[config.mk]
export PLATFORM = sky130hd
export DESIGN_NAME = irq_ctrl_wishbone
export DESIGN_NICKNAME = d
export VERILOG_FILES = /design/src/rtl/irq_ctrl_pkg.sv /design/src/rtl/irq_src_cond.sv /design/src/rtl/irq_ctrl_wishbone.sv
export SDC_FILE = /design/constraint.sdc
export NUM_CORES = 1
export LEC_CHECK = 0
export CELL_PAD_IN_SITES_DETAIL_PLACEMENT = 1
export CELL_PAD_IN_SITES_GLOBAL_PLACEMENT = 2
export CORE_MARGIN = 3
export CORE_UTILIZATION = 25
export DETAILED_ROUTE_END_ITERATION = 6
export PLACE_DENSITY_LB_ADDON = 0.1
export SLEW_MARGIN = 20
export SYNTH_ARGS = -nofsm -noshare
export SYNTH_HDL_FRONTEND = slang
export SYNTH_SLANG_ARGS = --single-unit
[constraint.sdc]
create_clock -name wb_clk_i -period 2 [get_ports wb_clk_i]
set_input_delay 0.3 -clock wb_clk_i [delete_from_list [all_inputs] [get_ports wb_clk_i]]
set_output_delay 0.3 -clock wb_clk_i [all_outputs]
set_load 0.01 [all_outputs]
[src/rtl/irq_ctrl_pkg.sv]
// irq_ctrl_pkg: shared constants and types for the machine interrupt controller.
// Register offsets are byte offsets from the controller base address.
package irq_ctrl_pkg;

  localparam logic [4:0] OFF_PEND  = 5'h00;
  localparam logic [4:0] OFF_EN    = 5'h04;
  localparam logic [4:0] OFF_TYPE  = 5'h08;
  localparam logic [4:0] OFF_MSIP  = 5'h0C;
  localparam logic [4:0] OFF_CLAIM = 5'h10;
  localparam logic [4:0] OFF_CTRL  = 5'h14;

  localparam logic [4:0] CAUSE_MSI = 5'd3;
  localparam logic [4:0] CAUSE_MTI = 5'd7;
  localparam logic [4:0] CAUSE_MEI = 5'd11;

  typedef enum logic [1:0] {
    ST_IDLE,
    ST_REQ,
    ST_ACTIVE
  } irq_state_e;

endpackage

[src/rtl/irq_src_cond.sv]
// irq_src_cond: per-line conditioning (sampling/sync, edge detect, pending bit).
// IRQ_CTRL_SYNC_EN selects a 2-flop synchronizer instead of a single sampling flop.
module irq_src_cond (
  input  logic wb_clk_i,
  input  logic wb_rst_ni,
  input  logic irq_i,
  input  logic edge_i,
  input  logic clr_i,
  output logic pend_o
);

  logic line;
  logic prev_q;
  logic pend_q;

`ifdef IRQ_CTRL_SYNC_EN
  logic [1:0] sync_q;

  // two-stage synchronizer for asynchronous lines
  always_ff @(posedge wb_clk_i or negedge wb_rst_ni) begin
    if (!wb_rst_ni) sync_q <= '0;
    else            sync_q <= {sync_q[0], irq_i};
  end

  assign line = sync_q[1];
`else
  logic samp_q;

  // single sampling flop, line assumed synchronous
  always_ff @(posedge wb_clk_i or negedge wb_rst_ni) begin
    if (!wb_rst_ni) samp_q <= 1'b0;
    else            samp_q <= irq_i;
  end

  assign line = samp_q;
`endif

  // pending bit: level follows line, edge sets on rise (set beats clear)
  always_ff @(posedge wb_clk_i or negedge wb_rst_ni) begin
    if (!wb_rst_ni) begin
      prev_q <= 1'b0;
      pend_q <= 1'b0;
    end else begin
      prev_q <= line;
      if (!edge_i)
        pend_q <= line;
      else if (line && !prev_q)
        pend_q <= 1'b1;
      else if (clr_i)
        pend_q <= 1'b0;
    end
  end

  assign pend_o = pend_q;

endmodule

[src/rtl/irq_ctrl_wishbone.sv]
// irq_ctrl_wishbone: machine interrupt controller, Wishbone slave, req/ack to core.
// IRQ_CTRL_SYNC_EN enables 2-flop synchronizers on ext_irq_i (see irq_src_cond).
module irq_ctrl_wishbone
  import irq_ctrl_pkg::*;
#(
  parameter int          NUM_EXT   = 8,
  parameter logic [31:0] BASE_ADDR = 32'h2000_0D00
) (
  input  logic               wb_clk_i,
  input  logic               wb_rst_ni,
  input  logic               wb_cyc_i,
  input  logic               wb_stb_i,
  input  logic               wb_we_i,
  input  logic [31:0]        wb_adr_i,
  input  logic [31:0]        wb_dat_i,
  output logic [31:0]        wb_dat_o,
  output logic               wb_ack_o,
  input  logic               mtip_i,
  input  logic [NUM_EXT-1:0] ext_irq_i,
  output logic               irq_req_o,
  output logic [4:0]         irq_cause_o,
  input  logic               irq_ack_i
);

  logic               ack_q, hold_q;
  logic [31:0]        dat_q, rdata;
  logic               acc, hit, wr, rd, claim_rd;
  logic               sel_pend, sel_en, sel_type;
  logic               sel_msip, sel_claim, sel_ctrl;
  logic [4:0]         off;
  logic [NUM_EXT-1:0] en_q, type_q, in_svc_q;
  logic [NUM_EXT-1:0] pend, avail, clr, svc_set, svc_clr;
  logic               msip_q, mie_q, ext_any, src_on;
  logic [4:0]         claim_id;
  logic [4:0]         cause_q, cause_d, last_q, last_d;
  irq_state_e         state_q, state_d;
  logic               unused_adr;

  assign unused_adr = ^wb_adr_i[1:0];

  assign acc = wb_cyc_i & wb_stb_i & ~ack_q & ~hold_q;
  assign hit = (wb_adr_i[31:5] == BASE_ADDR[31:5]);
  assign wr  = acc & hit & wb_we_i;
  assign rd  = acc & hit & ~wb_we_i;
  assign off = {wb_adr_i[4:2], 2'b00};

  assign sel_pend  = (off == OFF_PEND);
  assign sel_en    = (off == OFF_EN);
  assign sel_type  = (off == OFF_TYPE);
  assign sel_msip  = (off == OFF_MSIP);
  assign sel_claim = (off == OFF_CLAIM);
  assign sel_ctrl  = (off == OFF_CTRL);
  assign claim_rd  = rd & sel_claim;

  assign avail   = pend & en_q & ~in_svc_q;
  assign ext_any = |avail;

  // lowest available line wins the claim
  always_comb begin
    claim_id = '0;
    for (int i = NUM_EXT - 1; i >= 0; i--)
      if (avail[i]) claim_id = 5'(i + 1);
  end

  // per-line claim/complete strobes and edge-pending clears
  always_comb begin
    svc_set = '0;
    svc_clr = '0;
    clr     = '0;
    for (int i = 0; i < NUM_EXT; i++) begin
      svc_set[i] = claim_rd && (claim_id == 5'(i + 1));
      svc_clr[i] = wr && sel_claim && (wb_dat_i == 32'(i + 1));
      clr[i]     = svc_set[i] | (wr & sel_pend & wb_dat_i[i]);
    end
  end

  for (genvar g = 0; g < NUM_EXT; g++) begin : g_src
    irq_src_cond u_src (
      .wb_clk_i  (wb_clk_i),
      .wb_rst_ni (wb_rst_ni),
      .irq_i     (ext_irq_i[g]),
      .edge_i    (type_q[g]),
      .clr_i     (clr[g]),
      .pend_o    (pend[g])
    );
  end

  // register read mux
  always_comb begin
    rdata = '0;
    if (hit) begin
      unique case (1'b1)
        sel_pend:  rdata[NUM_EXT-1:0] = pend;
        sel_en:    rdata[NUM_EXT-1:0] = en_q;
        sel_type:  rdata[NUM_EXT-1:0] = type_q;
        sel_msip:  rdata = {31'd0, msip_q};
        sel_claim: rdata = {27'd0, claim_id};
        sel_ctrl:  rdata = {25'd0, last_q, 1'b0, mie_q};
        default:   rdata = '0;
      endcase
    end
  end

  // bus handshake: one-cycle ack, rearmed only after strobe drops
  always_ff @(posedge wb_clk_i or negedge wb_rst_ni) begin
    if (!wb_rst_ni) begin
      ack_q  <= 1'b0;
      hold_q <= 1'b0;
      dat_q  <= '0;
    end else begin
      ack_q <= acc;
      dat_q <= (acc && !wb_we_i) ? rdata : '0;
      if (!(wb_cyc_i && wb_stb_i)) hold_q <= 1'b0;
      else if (ack_q)              hold_q <= 1'b1;
    end
  end

  // writable registers and in-service tracking
  always_ff @(posedge wb_clk_i or negedge wb_rst_ni) begin
    if (!wb_rst_ni) begin
      en_q     <= '0;
      type_q   <= '0;
      msip_q   <= 1'b0;
      mie_q    <= 1'b0;
      in_svc_q <= '0;
    end else begin
      in_svc_q <= (in_svc_q & ~svc_clr) | svc_set;
      if (wr && sel_en)   en_q   <= wb_dat_i[NUM_EXT-1:0];
      if (wr && sel_type) type_q <= wb_dat_i[NUM_EXT-1:0];
      if (wr && sel_msip) msip_q <= wb_dat_i[0];
      if (wr && sel_ctrl) mie_q  <= wb_dat_i[0];
    end
  end

  // request FSM state, latched cause and last acked cause
  always_ff @(posedge wb_clk_i or negedge wb_rst_ni) begin
    if (!wb_rst_ni) begin
      state_q <= ST_IDLE;
      cause_q <= '0;
      last_q  <= '0;
    end else begin
      state_q <= state_d;
      cause_q <= cause_d;
      last_q  <= last_d;
    end
  end

  // request FSM next state: fixed priority ext > sw > timer
  always_comb begin
    state_d = state_q;
    cause_d = cause_q;
    last_d  = last_q;
    src_on  = mtip_i;
    if (cause_q == CAUSE_MEI)      src_on = ext_any;
    else if (cause_q == CAUSE_MSI) src_on = msip_q;
    unique case (state_q)
      ST_IDLE: begin
        if (mie_q && (ext_any || msip_q || mtip_i)) begin
          state_d = ST_REQ;
          cause_d = ext_any ? CAUSE_MEI :
                    msip_q  ? CAUSE_MSI : CAUSE_MTI;
        end
      end
      ST_REQ: begin
        if (irq_ack_i) begin
          state_d = ST_ACTIVE;
          last_d  = cause_q;
        end else if (!src_on || !mie_q) begin
          state_d = ST_IDLE;
        end
      end
      ST_ACTIVE: begin
        if (!src_on) state_d = ST_IDLE;
      end
      default: state_d = ST_IDLE;
    endcase
  end

  assign wb_dat_o    = dat_q;
  assign wb_ack_o    = ack_q;
  assign irq_req_o   = (state_q == ST_REQ);
  assign irq_cause_o = cause_q;

endmodule

==> flow_metrics.env <==
export IMPL_dieArea_sq_um=15300
export IMPL_dr_pass1_iters=5
export IMPL_p_per_area_nw_per_um2=620
export IMPL_outcome="complete, but fails checks"
export IMPL_fin_crit_ps=2040
export IMPL_die_h_um=124
export IMPL_setup_tns_ps=-78.3
export IMPL_rsz0062_at_grt="true"
export IMPL_insertion_delay_ps=330
export IMPL_fmax_mhz=490
export IMPL_clk_path_buf_depth=2
export IMPL_cts_max_level=3
export IMPL_grt_pass1_vias=3322
export IMPL_cts_sink_count=68
export IMPL_endpoint_kind="flop"
export IMPL_cts_tree="built"
export IMPL_clock_root_buffer="clkbuf_16"
export IMPL_slowest_delay_ps=550
export IMPL_grt_pass1_wl_um=18100
export IMPL_layout_commonest_cell="dfrtp_1"
export IMPL_grt_usage_pct=15.8
export IMPL_drt_iter0_drc=136
export IMPL_ys_seq_elements=68
export IMPL_start_util_pct=25.9
export IMPL_synth_area_per_cell_sq_um=10.6
export IMPL_fin_ws_ps=-42.9
export IMPL_dp_hpwl_um=8660
export IMPL_cts_buffers=9
export IMPL_antenna_found_initial=0
export IMPL_syn2layout_area_growth_pct=52.4
export IMPL_final_area_sq_um=5300
export IMPL_rows=42
export IMPL_violations="setup timing"
export IMPL_whs_ps=360
export IMPL_synth_cell_types=56
export IMPL_synth_edf_count=0
export IMPL_syn_instance_count=329
export IMPL_yosysSeqAreaShare_pct=49.0
export IMPL_grt_max_degree=69
export IMPL_p_leak_nw=2.37
export IMPL_arrival_ps=2260
export IMPL_numPortBuffers=90
export IMPL_hold_depth=2
export IMPL_wirelength_um=11200
export IMPL_maxCapViolations=0
export IMPL_vdd_ir_drop_max_uv=367
export IMPL_crit_path_max_fanout=6
export IMPL_ys_async_sr_fraction_pct=100
export IMPL_maxSlewViolCount=0
export IMPL_crit_path_cell_trace="clkdlybuf4s50_1 -> nor4_1 -> buf_4 -> nand4_1 -> or4_4 -> buf_12 -> o31ai_4 -> nand2_1"
export IMPL_place_gp_congestion=0.763
export IMPL_clk_pin_slew_worst_paths_ps=50
export IMPL_worstMarginPinSlew_ps=562
export IMPL_max_slew_margin_pct=62.5
export IMPL_setup_viol=4
export IMPL_finalPower_mw=3.28
export IMPL_fin_crit_sh_pct=102
export IMPL_drive_above_1_share_pct=24.0
export IMPL_core_sq_um=13400
export IMPL_via_per_inst=4.68
export IMPL_final_hold_violation_count=0
export IMPL_wl_per_cell_um=17.2
export IMPL_die_w_um=124
export IMPL_synth_ff_type="dfrtp_1"
export IMPL_syn_area_sq_um=3470
export IMPL_final_cell_mix="dfrtp_1, clkdlybuf4s50_1, buf_4"
export IMPL_nNetsFinal=548
export IMPL_fin_skew_ps=5.34
export IMPL_ant_nets=0
export IMPL_vias=3031
export IMPL_grt_ovfl_total=0
export IMPL_antenna_cells=0
export IMPL_ioPinCount=118
export IMPL_startpoint_type="input pin"
export IMPL_cp_data_required_time_ps=2210
export IMPL_cp_slowest_cell="or4_4"
export IMPL_reg2reg_depth=6
export IMPL_yosys_warnings=0
export IMPL_placed_area_sq_um=4830
export IMPL_holdCritPathClass="input pin to flop"
export IMPL_drc=0
export IMPL_path_class="input pin to flop"
## worst paths after layout
kind,from,end,slack (ps)
min in group asynchronous,wb_rst_ni,wb_ack_o,510
max in group asynchronous,wb_rst_ni,g_src[2].u_src.prev_q,1160
max reg2reg,hold_q,in_svc_q[4],0
max,wb_dat_i[7],in_svc_q[4],-40
min,wb_cyc_i,hold_q,360
min reg2reg,g_src[7].u_src.line,g_src[7].u_src.prev_q,370
## metrics by stage
| step | std cells | setup WS (ps) | util (%) |
|---|---|---|---|
| after global routing | 647 | -154 | 39.5 |
| final | 647 | -42.9 | 39.5 |
| after CTS | 647 | -26.6 | 38.9 |
| after global placement | 631 | -562 | 36.1 |
| after detailed placement | 631 | -596 | 36.1 |
| after floorplan | 353 | 33.1 | - |
## report_power, final
group          internal, mW  total [mW]  switching [mW]  leakage (nW)
clock                 0.972        1.52           0.552         0.140
combinational         0.185       0.338           0.153          1.35
sequential             1.40        1.42          0.0148         0.878
## area by class of cell
| cell class | count | area, sq um |
|---|---|---|
| sequential | 68 | 1700 |
| fill | 1507 | 8110 |
| inverter | 9 | 33.8 |
| clock inverter | 3 | 40.0 |
| tap | 176 | 220 |
| timing repair buffer | 141 | 1310 |
| multi-input combinational | 240 | 1750 |
| clock buffer | 10 | 239 |
## synthesized netlist by cell type (5+ instances only)
cell type  instances  area (sq um)
nand4_1            9          56.3
mux2i_1            5          50.1
nor2_1            12          45.0
nand3_1            6          30.0
mux2_2            22           248
buf_4             26           195
dfrtp_1           68          1700
clkbuf_1           7          26.3
nor3_1             6          30.0
o21ai_0           13          65.1
nor4_1             8          50.1
inv_1              9          33.8
a22o_1             5          43.8
nand2_1           32           120
nand3b_1           9          67.6
nand2b_1           7          43.8
a21oi_1           16          80.1
nor3b_1            5          37.5
o31ai_1            7          52.6
## repair_timing
item,in CTS,in global routing
endpoints found under the setup margin,29,38
gates resized for setup,40,14
endpoints found under the hold margin,3,0
buffers inserted,3,0
pin swaps,23,5
cloned,0,0
hold buffers,1,0
## per-layer routing
| layer | GRT usage, % | vias to the layer above | share of wire [%] | wire (um) |
|---|---|---|---|---|
| li1 | - | 1447 | - | - |
| met1 | 20.5 | 1502 | 45 | 4980 |
| met2 | 25.9 | 71 | 50 | 5540 |
| met3 | 3.50 | 11 | 4.1 | 456 |
| met4 | 5.48 | 0 | 1.6 | 175 |
| met5 | 0 | - | 0 | 0 |
## critical path, delay by kind of cell
family / cells / cell delay, ps
AO/OA/AOI/OAI: 1 / 210
buffers and inverters: 3 / 820
AND/OR/NAND/NOR: 4 / 910
## cell families (layout without fill, tap and decap cells)
kind of cell | count (synthesis) | count (layout) | synth area share (%)
multiplexers | 27 | 27 | 8.57
flip-flops | 68 | 68 | 49.0
AND/OR/NAND/NOR | 123 | 123 | 21.9
AO/OA/AOI/OAI | 65 | 65 | 12.7
buffers and inverters | 45 | 163 | 7.74
other | 1 | 25 | 0.108
## registers in the layout, summed over array words and instances (netlist names)
name                cells
last_q                  3
hold_q                  1
g_src.u_src.pend_o      8
state_q                 2
type_q                  8
irq_cause_o             3
g_src.u_src.line        8
wb_ack_o                1
g_src.u_src.prev_q      8
mie_q                   1
in_svc_q                8
en_q                    8
msip_q                  1
wb_dat_o                8
Note: power is estimated with default switching activity, not from simulation.
